**config.mk**
```make
export PLATFORM = sky130hd
export DESIGN_NAME = alu_rs
export DESIGN_NICKNAME = d
export VERILOG_FILES = /design/src/rtl/alu_rs_pkg.sv /design/src/rtl/rs_oldest_select.sv /design/src/rtl/alu_rs.sv
export SDC_FILE = /design/constraint.sdc
export NUM_CORES = 2
export LEC_CHECK = 0
export CAP_MARGIN = 20
export CORE_UTILIZATION = 55
export CTS_CLUSTER_DIAMETER = 30
export DETAILED_ROUTE_END_ITERATION = 8
export GPL_ROUTABILITY_DRIVEN = 0
export PLACE_DENSITY = 0.74
export SLEW_MARGIN = 0
export SYNTH_ARGS = -nofsm -noshare
export SYNTH_HDL_FRONTEND = slang
export SYNTH_SLANG_ARGS = --single-unit
```
**constraint.sdc**
```tcl
create_clock -name clk -period 12 [get_ports clk]
set_clock_uncertainty 0.2 [all_clocks]
set_input_delay 1.8 -clock clk [delete_from_list [all_inputs] [get_ports clk]]
set_output_delay 1.8 -clock clk [all_outputs]
set_load 0.02 [all_outputs]
```
**src/rtl/alu_rs_pkg.sv**
```systemverilog
// Shared types for the ALU reservation station and its sibling stations.
// Provides the physical register width, CDB port count, station depth,
// the RS_t dispatch payload, the cdb_bcast_t broadcast record and a
// tag-match helper used for wakeup.
package alu_rs_pkg;

  localparam int unsigned P_WIDTH      = 6;
  localparam int unsigned NUM_CDB      = 2;
  localparam int unsigned ALU_RS_DEPTH = 8;

  typedef enum logic [3:0] {
    ALU_ADD  = 4'd0,
    ALU_SUB  = 4'd1,
    ALU_AND  = 4'd2,
    ALU_OR   = 4'd3,
    ALU_XOR  = 4'd4,
    ALU_SLL  = 4'd5,
    ALU_SRL  = 4'd6,
    ALU_SRA  = 4'd7,
    ALU_SLT  = 4'd8,
    ALU_SLTU = 4'd9
  } alu_op_t;

  // Dispatched micro-op as held in a reservation station slot
  typedef struct packed {
    logic               valid;
    logic [31:0]        pc;
    logic [31:0]        imm;
    alu_op_t            alu_op;
    logic [P_WIDTH-1:0] rd_paddr;
    logic [P_WIDTH-1:0] rs1_paddr;
    logic [P_WIDTH-1:0] rs2_paddr;
    logic               rs1_use;
    logic               rs2_use;
  } RS_t;

  // One CDB broadcast port
  typedef struct packed {
    logic               valid;
    logic [P_WIDTH-1:0] paddr;
  } cdb_bcast_t;

  // True when a broadcast carries the given physical register tag
  function automatic logic bcast_hit(input cdb_bcast_t b, input logic [P_WIDTH-1:0] tag);
    return b.valid && (b.paddr == tag);
  endfunction

endpackage

```
**src/rtl/rs_oldest_select.sv**
```systemverilog
// Oldest-ready picker for collapsing-queue reservation stations.
// Slot 0 is the oldest, so this is a lowest-index priority encoder.
// Ports:
//   req     - per-slot request (valid and operands ready)
//   idx_c   - index of the lowest set request bit (0 when none)
//   found_c - at least one request bit set
module rs_oldest_select #(
  parameter  int unsigned DEPTH = 8,
  localparam int unsigned IDX_W = (DEPTH > 1) ? $clog2(DEPTH) : 1
) (
  input  logic [DEPTH-1:0] req,
  output logic [IDX_W-1:0] idx_c,
  output logic             found_c
);

  // Scan from the youngest down so the oldest hit is written last
  always_comb begin
    idx_c   = '0;
    found_c = 1'b0;
    for (int i = int'(DEPTH) - 1; i >= 0; i--) begin
      if (req[i]) begin
        idx_c   = IDX_W'(i);
        found_c = 1'b1;
      end
    end
  end

endmodule

```
**src/rtl/alu_rs.sv**
```systemverilog
// Reservation station feeding the ALU. Collapsing queue: slot index is age
// order (slot 0 oldest). Tracks operand readiness from the busy table at
// dispatch and from CDB broadcasts afterwards, and presents the oldest
// ready entry as the ALU's next-cycle input.
//
// Build option: ALU_RS_WAKEUP_BYPASS_EN lets select also count same-cycle
// CDB hits as ready (0-cycle wakeup-to-issue). Undefined: select sees only
// registered ready bits (1-cycle wakeup-to-issue).
//
// Ports:
//   clk, rst            - clock, synchronous active-high reset
//   flush               - drop every entry at the edge (dispatch dropped too)
//   dispatch_valid      - insert dispatch_entry this cycle (ignored when full)
//   dispatch_entry      - RS_t payload to insert
//   dispatch_rs1_ready  - rs1 already ready in the busy table
//   dispatch_rs2_ready  - rs2 already ready in the busy table
//   rs_full             - no free slot (from registered state only)
//   rs_count            - occupied slots
//   cdb_valid/cdb_paddr - CDB broadcast ports used for wakeup
//   issue_entry         - selected entry with valid=1, or all-zero
module alu_rs
  import alu_rs_pkg::*;
#(
  parameter int unsigned DEPTH   = alu_rs_pkg::ALU_RS_DEPTH,
  parameter int unsigned NUM_CDB = alu_rs_pkg::NUM_CDB,
  parameter int unsigned P_WIDTH = alu_rs_pkg::P_WIDTH
) (
  input  logic                            clk,
  input  logic                            rst,
  input  logic                            flush,
  input  logic                            dispatch_valid,
  input  RS_t                             dispatch_entry,
  input  logic                            dispatch_rs1_ready,
  input  logic                            dispatch_rs2_ready,
  output logic                            rs_full,
  output logic [$clog2(DEPTH+1)-1:0]      rs_count,
  input  logic [NUM_CDB-1:0]              cdb_valid,
  input  logic [NUM_CDB-1:0][P_WIDTH-1:0] cdb_paddr,
  output RS_t                             issue_entry
);

  localparam int unsigned CNT_W = $clog2(DEPTH + 1);
  localparam int unsigned IDX_W = (DEPTH > 1) ? $clog2(DEPTH) : 1;

  // Registered slot state
  logic [DEPTH-1:0] slot_valid;
  logic [DEPTH-1:0] r1_rdy;
  logic [DEPTH-1:0] r2_rdy;
  RS_t              slot_entry [DEPTH];
  logic [CNT_W-1:0] count;
  logic             full;

  // Next-state
  logic [DEPTH-1:0] n_valid;
  logic [DEPTH-1:0] n_r1;
  logic [DEPTH-1:0] n_r2;
  RS_t              n_entry [DEPTH];
  logic [CNT_W-1:0] count_n;

  // Slot view extended by one empty slot so the shift never indexes out of range
  logic [DEPTH:0]   ext_valid;
  logic [DEPTH:0]   ext_r1;
  logic [DEPTH:0]   ext_r2;
  logic [DEPTH:0]   ext_w1;
  logic [DEPTH:0]   ext_w2;
  RS_t              ext_entry [DEPTH+1];

  cdb_bcast_t       cdb [NUM_CDB];

  logic [DEPTH-1:0] eff_r1;
  logic [DEPTH-1:0] eff_r2;
  logic [DEPTH-1:0] req;
  logic [IDX_W-1:0] sel_idx;
  logic             sel_found;
  logic [DEPTH-1:0] shift;

  logic             disp_acc;
  logic             d_r1;
  logic             d_r2;
  logic [CNT_W-1:0] ins_idx;

  // Pack the broadcast ports
  always_comb begin
    for (int k = 0; k < int'(NUM_CDB); k++) begin
      cdb[k].valid = cdb_valid[k];
      cdb[k].paddr = cdb_paddr[k];
    end
  end

  // Extended slot view and per-slot CDB tag matches
  always_comb begin
    ext_valid = {1'b0, slot_valid};
    ext_r1    = {1'b0, r1_rdy};
    ext_r2    = {1'b0, r2_rdy};
    for (int i = 0; i < int'(DEPTH); i++) begin
      ext_entry[i] = slot_entry[i];
    end
    ext_entry[DEPTH] = '0;
    ext_w1 = '0;
    ext_w2 = '0;
    for (int i = 0; i <= int'(DEPTH); i++) begin
      for (int k = 0; k < int'(NUM_CDB); k++) begin
        if (bcast_hit(cdb[k], ext_entry[i].rs1_paddr)) ext_w1[i] = 1'b1;
        if (bcast_hit(cdb[k], ext_entry[i].rs2_paddr)) ext_w2[i] = 1'b1;
      end
    end
  end

  // Readiness seen by select
  always_comb begin
`ifdef ALU_RS_WAKEUP_BYPASS_EN
    eff_r1 = r1_rdy | ext_w1[DEPTH-1:0];
    eff_r2 = r2_rdy | ext_w2[DEPTH-1:0];
`else
    eff_r1 = r1_rdy;
    eff_r2 = r2_rdy;
`endif
    req = slot_valid & eff_r1 & eff_r2;
  end

  rs_oldest_select #(
    .DEPTH (DEPTH)
  ) u_select (
    .req     (req),
    .idx_c   (sel_idx),
    .found_c (sel_found)
  );

  // Issue is unconditional: the ALU has no stall path
  always_comb begin
    issue_entry = '0;
    if (sel_found) begin
      issue_entry       = slot_entry[sel_idx];
      issue_entry.valid = 1'b1;
    end
  end

  // Dispatch acceptance, initial readiness (incl. same-cycle CDB bypass), count
  always_comb begin
    disp_acc = dispatch_valid && !full && !flush;
    d_r1 = !dispatch_entry.rs1_use || (dispatch_entry.rs1_paddr == '0) || dispatch_rs1_ready;
    d_r2 = !dispatch_entry.rs2_use || (dispatch_entry.rs2_paddr == '0) || dispatch_rs2_ready;
    for (int k = 0; k < int'(NUM_CDB); k++) begin
      if (bcast_hit(cdb[k], dispatch_entry.rs1_paddr)) d_r1 = 1'b1;
      if (bcast_hit(cdb[k], dispatch_entry.rs2_paddr)) d_r2 = 1'b1;
    end
    ins_idx = count - CNT_W'(sel_found);
    count_n = count + CNT_W'(disp_acc) - CNT_W'(sel_found);
  end

  // Compaction with wakeup (match at source slot, write destination slot), then insert
  always_comb begin
    n_valid = '0;
    n_r1    = '0;
    n_r2    = '0;
    shift   = '0;
    for (int i = 0; i < int'(DEPTH); i++) begin
      n_entry[i] = slot_entry[i];
      shift[i]   = sel_found && (IDX_W'(i) >= sel_idx);
      if (shift[i]) begin
        n_valid[i] = ext_valid[i+1];
        n_r1[i]    = ext_valid[i+1] & (ext_r1[i+1] | ext_w1[i+1]);
        n_r2[i]    = ext_valid[i+1] & (ext_r2[i+1] | ext_w2[i+1]);
        n_entry[i] = ext_entry[i+1];
      end else begin
        n_valid[i] = ext_valid[i];
        n_r1[i]    = ext_valid[i] & (ext_r1[i] | ext_w1[i]);
        n_r2[i]    = ext_valid[i] & (ext_r2[i] | ext_w2[i]);
        n_entry[i] = ext_entry[i];
      end
      if (disp_acc && (CNT_W'(i) == ins_idx)) begin
        n_valid[i] = 1'b1;
        n_r1[i]    = d_r1;
        n_r2[i]    = d_r2;
        n_entry[i] = dispatch_entry;
      end
    end
  end

  // Control state: reset and flush both empty the station
  always_ff @(posedge clk) begin
    if (rst || flush) begin
      slot_valid <= '0;
      r1_rdy     <= '0;
      r2_rdy     <= '0;
      count      <= '0;
      full       <= 1'b0;
    end else begin
      slot_valid <= n_valid;
      r1_rdy     <= n_r1;
      r2_rdy     <= n_r2;
      count      <= count_n;
      full       <= (count_n == CNT_W'(DEPTH));
    end
  end

  // Payload storage is qualified by slot_valid and needs no reset
  always_ff @(posedge clk) begin
    for (int i = 0; i < int'(DEPTH); i++) begin
      slot_entry[i] <= n_entry[i];
    end
  end

  assign rs_count = count;
  assign rs_full  = full;

endmodule
```
# Word-level counts from Yosys, hierarchy flattened
# Memory sizes are Yosys's and may differ from the RTL's.
# Cells that the tools add are included.
totals:
  ff_bits: 29
  ramBits: 712
  inputBits: 109
  output_inout_bits: 94
  word_cells: 293
  n_memories: 1
classes:
  add_sub_neg: 3
  order_cmp: 8
  n_eq_ne: 44
  mux: 117
  bitwise_logic: 34
  reduce_logical: 74
memory_table:
  columns: ["memory", "depth", "word_bits", "read_ports", "rd_clocked_by_memory_dff", "wr", "line_no", "source"]
  rows:
  - ["slot_entry", 8, 89, 9, 0, 8, "alu_rs.sv:49", "RS_t slot_entry [DEPTH];"]
ops:
  columns: ["operator", "count"]
  rows:
  - ["$mux 89", 17]
  - ["$eq 6x6->1", 36]
  - ["$mux 1", 92]
  - ["$logic_and 1x1->1", 54]
  - ["$mux 3", 8]
  - ["$and 1x1->1", 16]
  - ["$and 8x8->8", 2]
  - ["$eq 3x4->1 const A", 4]
  - ["$or 1x1->1", 16]
  - ["$reduce_bool 2->1", 8]
  - ["$ge 3x3->1 const A", 4]
  - ["$logic_not 6->1", 2]
  - ["$eq 2x4->1 const A", 2]
  - ["$sub 4x1->4", 2]
  - ["$ge 1x3->1 const A", 2]
  - ["$ge 2x3->1 const A", 2]
  - ["$logic_or 1x1->1", 5]
  - ["$add 4x1->4", 1]
  - ["$eq 1x4->1 const A", 1]
  - ["$eq 4x4->1 const B", 1]
  - ["$logic_not 1->1", 4]
  - ["$logic_not 4->1", 1]

# Logic depth before layout (Yosys ltp)
logic_depth:
  depth_word: 14
  depth_mapped: 15
  mapped_depth_nobuf: 13

# By module
# Synthesis repeated with hierarchy kept, for this count alone.
unflattened:
  cells_unflattened: 3226
  hier_area_um2: 39292.7
by_module_without_submodules:
  columns: ["mod", "instances", "cells_each", "area_each_um2", "seq_area_each_um2"]
  rows:
  - ["alu_rs", 1, 3213, 39212.6, 21720.8]
  - ["rs_oldest_select", 1, 13, 80.1, 0.0]

# Least setup slack after synthesis
# OpenSTA, ideal clock, no wires.
synth_timing:
  path_type: "register to register"
  from: "register, netlist name slot_valid[4]"
  to: "memory slot_entry[4][0] (netlist name) (enable)"
  t_arrival_ns: 5.255
  required_ns: 11.239
  setup_slack_ns: 5.984
  path_stages_with_launch: 6
  period_less_slack_ns: 6.016
  cell_sequence: "dfxtp_1 nand3_1 o211ai_1 o21ai_1 buf_2 o211ai_1"
synth_rtl:
  columns: ["item", "line_no"]
  rows:
  - ["end, declared", "alu_rs.sv:49"]

==> flow_metrics.env <==
export IMPL_detail_route_antenna_nets=0
export IMPL_crit_type="flop to output pin"
export IMPL_p_sw_share_pct=21.3
export IMPL_grt_setup_unrepaired="no"
export IMPL_syn_cell_area_um2=39200
export IMPL_die_area_um2=72400
export IMPL_place_ws_ns=5.37
export IMPL_ys_warn_count=0
export IMPL_synth_top_cell_by_area="edfxtp_1"
export IMPL_core_um2=70300
export IMPL_maxCapViolCount=0
export IMPL_grtUsageTotal_pct=32.5
export IMPL_arrival_ns=5.35
export IMPL_startpoint_type="flop"
export IMPL_postCtsHoldBufs=0
export IMPL_routed_wl_um=117000
export IMPL_path_clk_slew_ns=0.05
export IMPL_synthTopCellsByArea="edfxtp_1, mux2_2, nand2_1"
export IMPL_hold_viol=0
export IMPL_powerDensity_nw_per_um2=151
export IMPL_syn_mean_instance_area_um2=11.8
export IMPL_cp_end_kind="output pin"
export IMPL_first_global_vias=29800
export IMPL_synth_top_cell_area_share_pct=53.9
export IMPL_p_sw_mw=1.50
export IMPL_num_io_pins=203
export IMPL_clockRootBuffer="clkbuf_16"
export IMPL_finalCritPeriodShare_pct=61.3
export IMPL_ys_flop_type="edfxtp_1"
export IMPL_nets=3593
export IMPL_die_w_um=269
export IMPL_cp_slowest_cell="buf_4"
export IMPL_ys_async_sr_fraction_pct=0
export IMPL_period_needed_ns=7.35
export IMPL_critPathBufInv=4
export IMPL_dr_pass1_iters=6
export IMPL_slew_headroom_pct=25.2
export IMPL_report_final_slew_viol_count=0
export IMPL_cts_sink_count=733
export IMPL_pwr_share_clk_pct=57.2
export IMPL_cp_top_family="buffers and inverters"
export IMPL_via_per_inst=6.39
export IMPL_cp_common_cell="buf_4"
export IMPL_setup_ws_ns=4.65
export IMPL_tightestPinTransition_ns=1.12
export IMPL_stdcell_count=4536
export IMPL_drc_errors=0
export IMPL_crit_fanout=84
export IMPL_clock_latency_ns=0.72
export IMPL_cts_tree="done"
export IMPL_worstRegToRegCells=12
export IMPL_placementRows=97
export IMPL_synthesis_instances=3335
export IMPL_r2r_end="slot_entry[1][71]"
export IMPL_ctsResizeCount=0
export IMPL_drtIter0Drc=3357
export IMPL_wire_per_inst_um=25.9
export IMPL_synth_distinct_cells=60
export IMPL_holdPathStages=2
export IMPL_max_freq_ghz=0.136
export IMPL_cts_buffers=146
export IMPL_syn_nets=3453
export IMPL_final_util_pct=66.6
export IMPL_intPower_mw=5.55
export IMPL_status="finished clean"
export IMPL_hold_start="slot_valid[6]"
export IMPL_htree_levels=4
export IMPL_layout_drive_gt1_share_pct=20.6
export IMPL_start_util_pct=55.8
export IMPL_setup_viol=0
export IMPL_yosysSeqAreaShare_pct=55.4
export IMPL_reg2reg_slack_ns=5.58
export IMPL_synth_edf_count=704
export IMPL_dpl_hpwl_um=62800
export IMPL_antenna_found_initial=7
export IMPL_grt_pass1_wl_um=177000
export IMPL_port_buffers=201
export IMPL_r2r_start="eff_r1[0]"
export IMPL_critPathMaxStageDelay_ns=0.97
export IMPL_vias=29000
export IMPL_die_h_um=269
export IMPL_syn_to_final_growth_pct=19.3
export IMPL_leakagePower_nw=17.5
export IMPL_synth_seq_cells=733
export IMPL_post_cts_buffers=0
export IMPL_hold_ws_ns=0.316
export IMPL_yosysMostFrequentCell="nand2_1"
export IMPL_cp_required_ns=10.00
export IMPL_gr_total_overflow=0
export IMPL_clockBufferDepth=3
export IMPL_netlist_top_cells_count="nand2_1, edfxtp_1, mux2_2, a21oi_1, a221o_1"
export IMPL_grt_max_degree=97
export IMPL_dp_cells=4264
export IMPL_final_setup_tns_ns=0
export IMPL_pwr_share_comb_pct=3.0
export IMPL_min_to="slot_valid[5]"
export IMPL_seqPwrFrac_pct=39.8
export IMPL_ir_drop_v=0.000140
export IMPL_hp_class="flop to flop"
export IMPL_worstPathCellList="nand3_1, nand2_4, nor2_1, buf_4, o21ai_4, buf_4, buf_4, a21oi_1, o22a_1, clkdlybuf4s50_1"
## stage by stage
| stage | cell area (um2) | power (mW) |
|---|---|---|
| 2_1_floorplan | 39200 | 2.95 |
| 3_3_place_gp | 41700 | 3.04 |
| 3_5_place_dp | 41700 | 3.05 |
| 4_1_cts | 46700 | 7.07 |
| 5_1_grt | 46800 | 7.21 |
| 6_report | 46800 | 7.05 |
## layer usage
layer | track usage (%) | vias to the layer above | part of all wire [%]
met5 | 0 | - | 0.050
met4 | 15.0 | 8 | 3.7
met3 | 6.58 | 322 | 9.4
met2 | 54.1 | 1738 | 49
met1 | 40.7 | 14400 | 38
li1 | - | 12600 | -
## how the worst max path moves through the flow
stage	start	to	slack (ns)	cells after the start
after CTS	eff_r1[6]	issue_entry[56]	4.54	9
after global placement	eff_r2[0]	issue_entry[38]	5.22	10
final	eff_r2[0]	issue_entry[66]	4.65	10
after detailed placement	slot_valid[4]	issue_entry[56]	5.37	9
after floorplan	slot_valid[4]	slot_entry[4][0]	5.98	5
after global routing	slot_valid[4]	issue_entry[56]	4.44	10
## power by group through the flow
stage | Combinational, mW | Sequential [mW] | Clock [mW]
2_1_floorplan | 0.104 | 2.85 | 0
3_3_place_gp | 0.195 | 2.85 | 0
3_5_place_dp | 0.202 | 2.85 | 0
4_1_cts | 0.204 | 2.81 | 4.06
5_1_grt | 0.221 | 2.80 | 4.19
6_report | 0.210 | 2.81 | 4.03
## registers in the layout, indices dropped and copies added, names as in the netlist
name	cells
slot_entry	704
eff_r1	8
eff_r2	8
slot_valid	8
rs_count	4
rs_full	1
## worst reg2reg max path, delay by kind of cell, from the launching register on
| kind | cells | cell delay (ns) |
|---|---|---|
| xor gates and xnor gates | 1 | 0.44 |
| adders and majority gates | 2 | 0.44 |
| buffers and inverters | 2 | 1.04 |
| DFF | 1 | 0.31 |
| and+or+nand+nor | 7 | 3.62 |
## final cells by class
type / instances / area, um2
fill: 5009 / 23500
sequential: 733 / 21700
multi-input combinational: 2326 / 16400
clock buffer: 163 / 3800
timing repair buffer: 255 / 2500
tap: 940 / 1180
clock inverter: 103 / 1140
inverter: 13 / 51.3
antenna: 3 / 7.51
## kinds of logic after synthesis
family	Yosys count	synth area share, %
DFF	733	55.4
muxes	449	13.9
AOI/OAI and AO/OA	513	9.92
buffers and inverters	276	3.27
and+or+nand+nor	1135	12.3
adders and majority gates	9	0.306
xor gates and xnor gates	220	4.92
## layout by cell type, fill, tap and decap left out, drive strengths merged, types with 8 or more instances in the layout
| master | netlist | final |
|---|---|---|
| a21oi | 196 | 196 |
| a221o | 171 | 171 |
| and2 | 93 | 93 |
| and3 | 8 | 8 |
| buf | 130 | 54 |
| bufinv | 0 | 18 |
| clkbuf | 133 | 163 |
| clkdlybuf4s50 | 0 | 201 |
| clkinv | 0 | 70 |
| clkinvlp | 0 | 11 |
| dfxtp | 29 | 29 |
| edfxtp | 704 | 704 |
| ha | 8 | 8 |
| inv | 13 | 17 |
| mux2 | 440 | 440 |
| mux2i | 9 | 9 |
| nand2 | 896 | 896 |
| nand3 | 14 | 14 |
| nand4 | 35 | 35 |
| nor2 | 16 | 16 |
| nor3 | 12 | 12 |
| nor4 | 33 | 33 |
| o21ai | 21 | 21 |
| o22a | 83 | 83 |
| or3 | 10 | 10 |
| xnor2 | 108 | 108 |
| xor2 | 112 | 112 |
(Power assumes the default switching activity.)
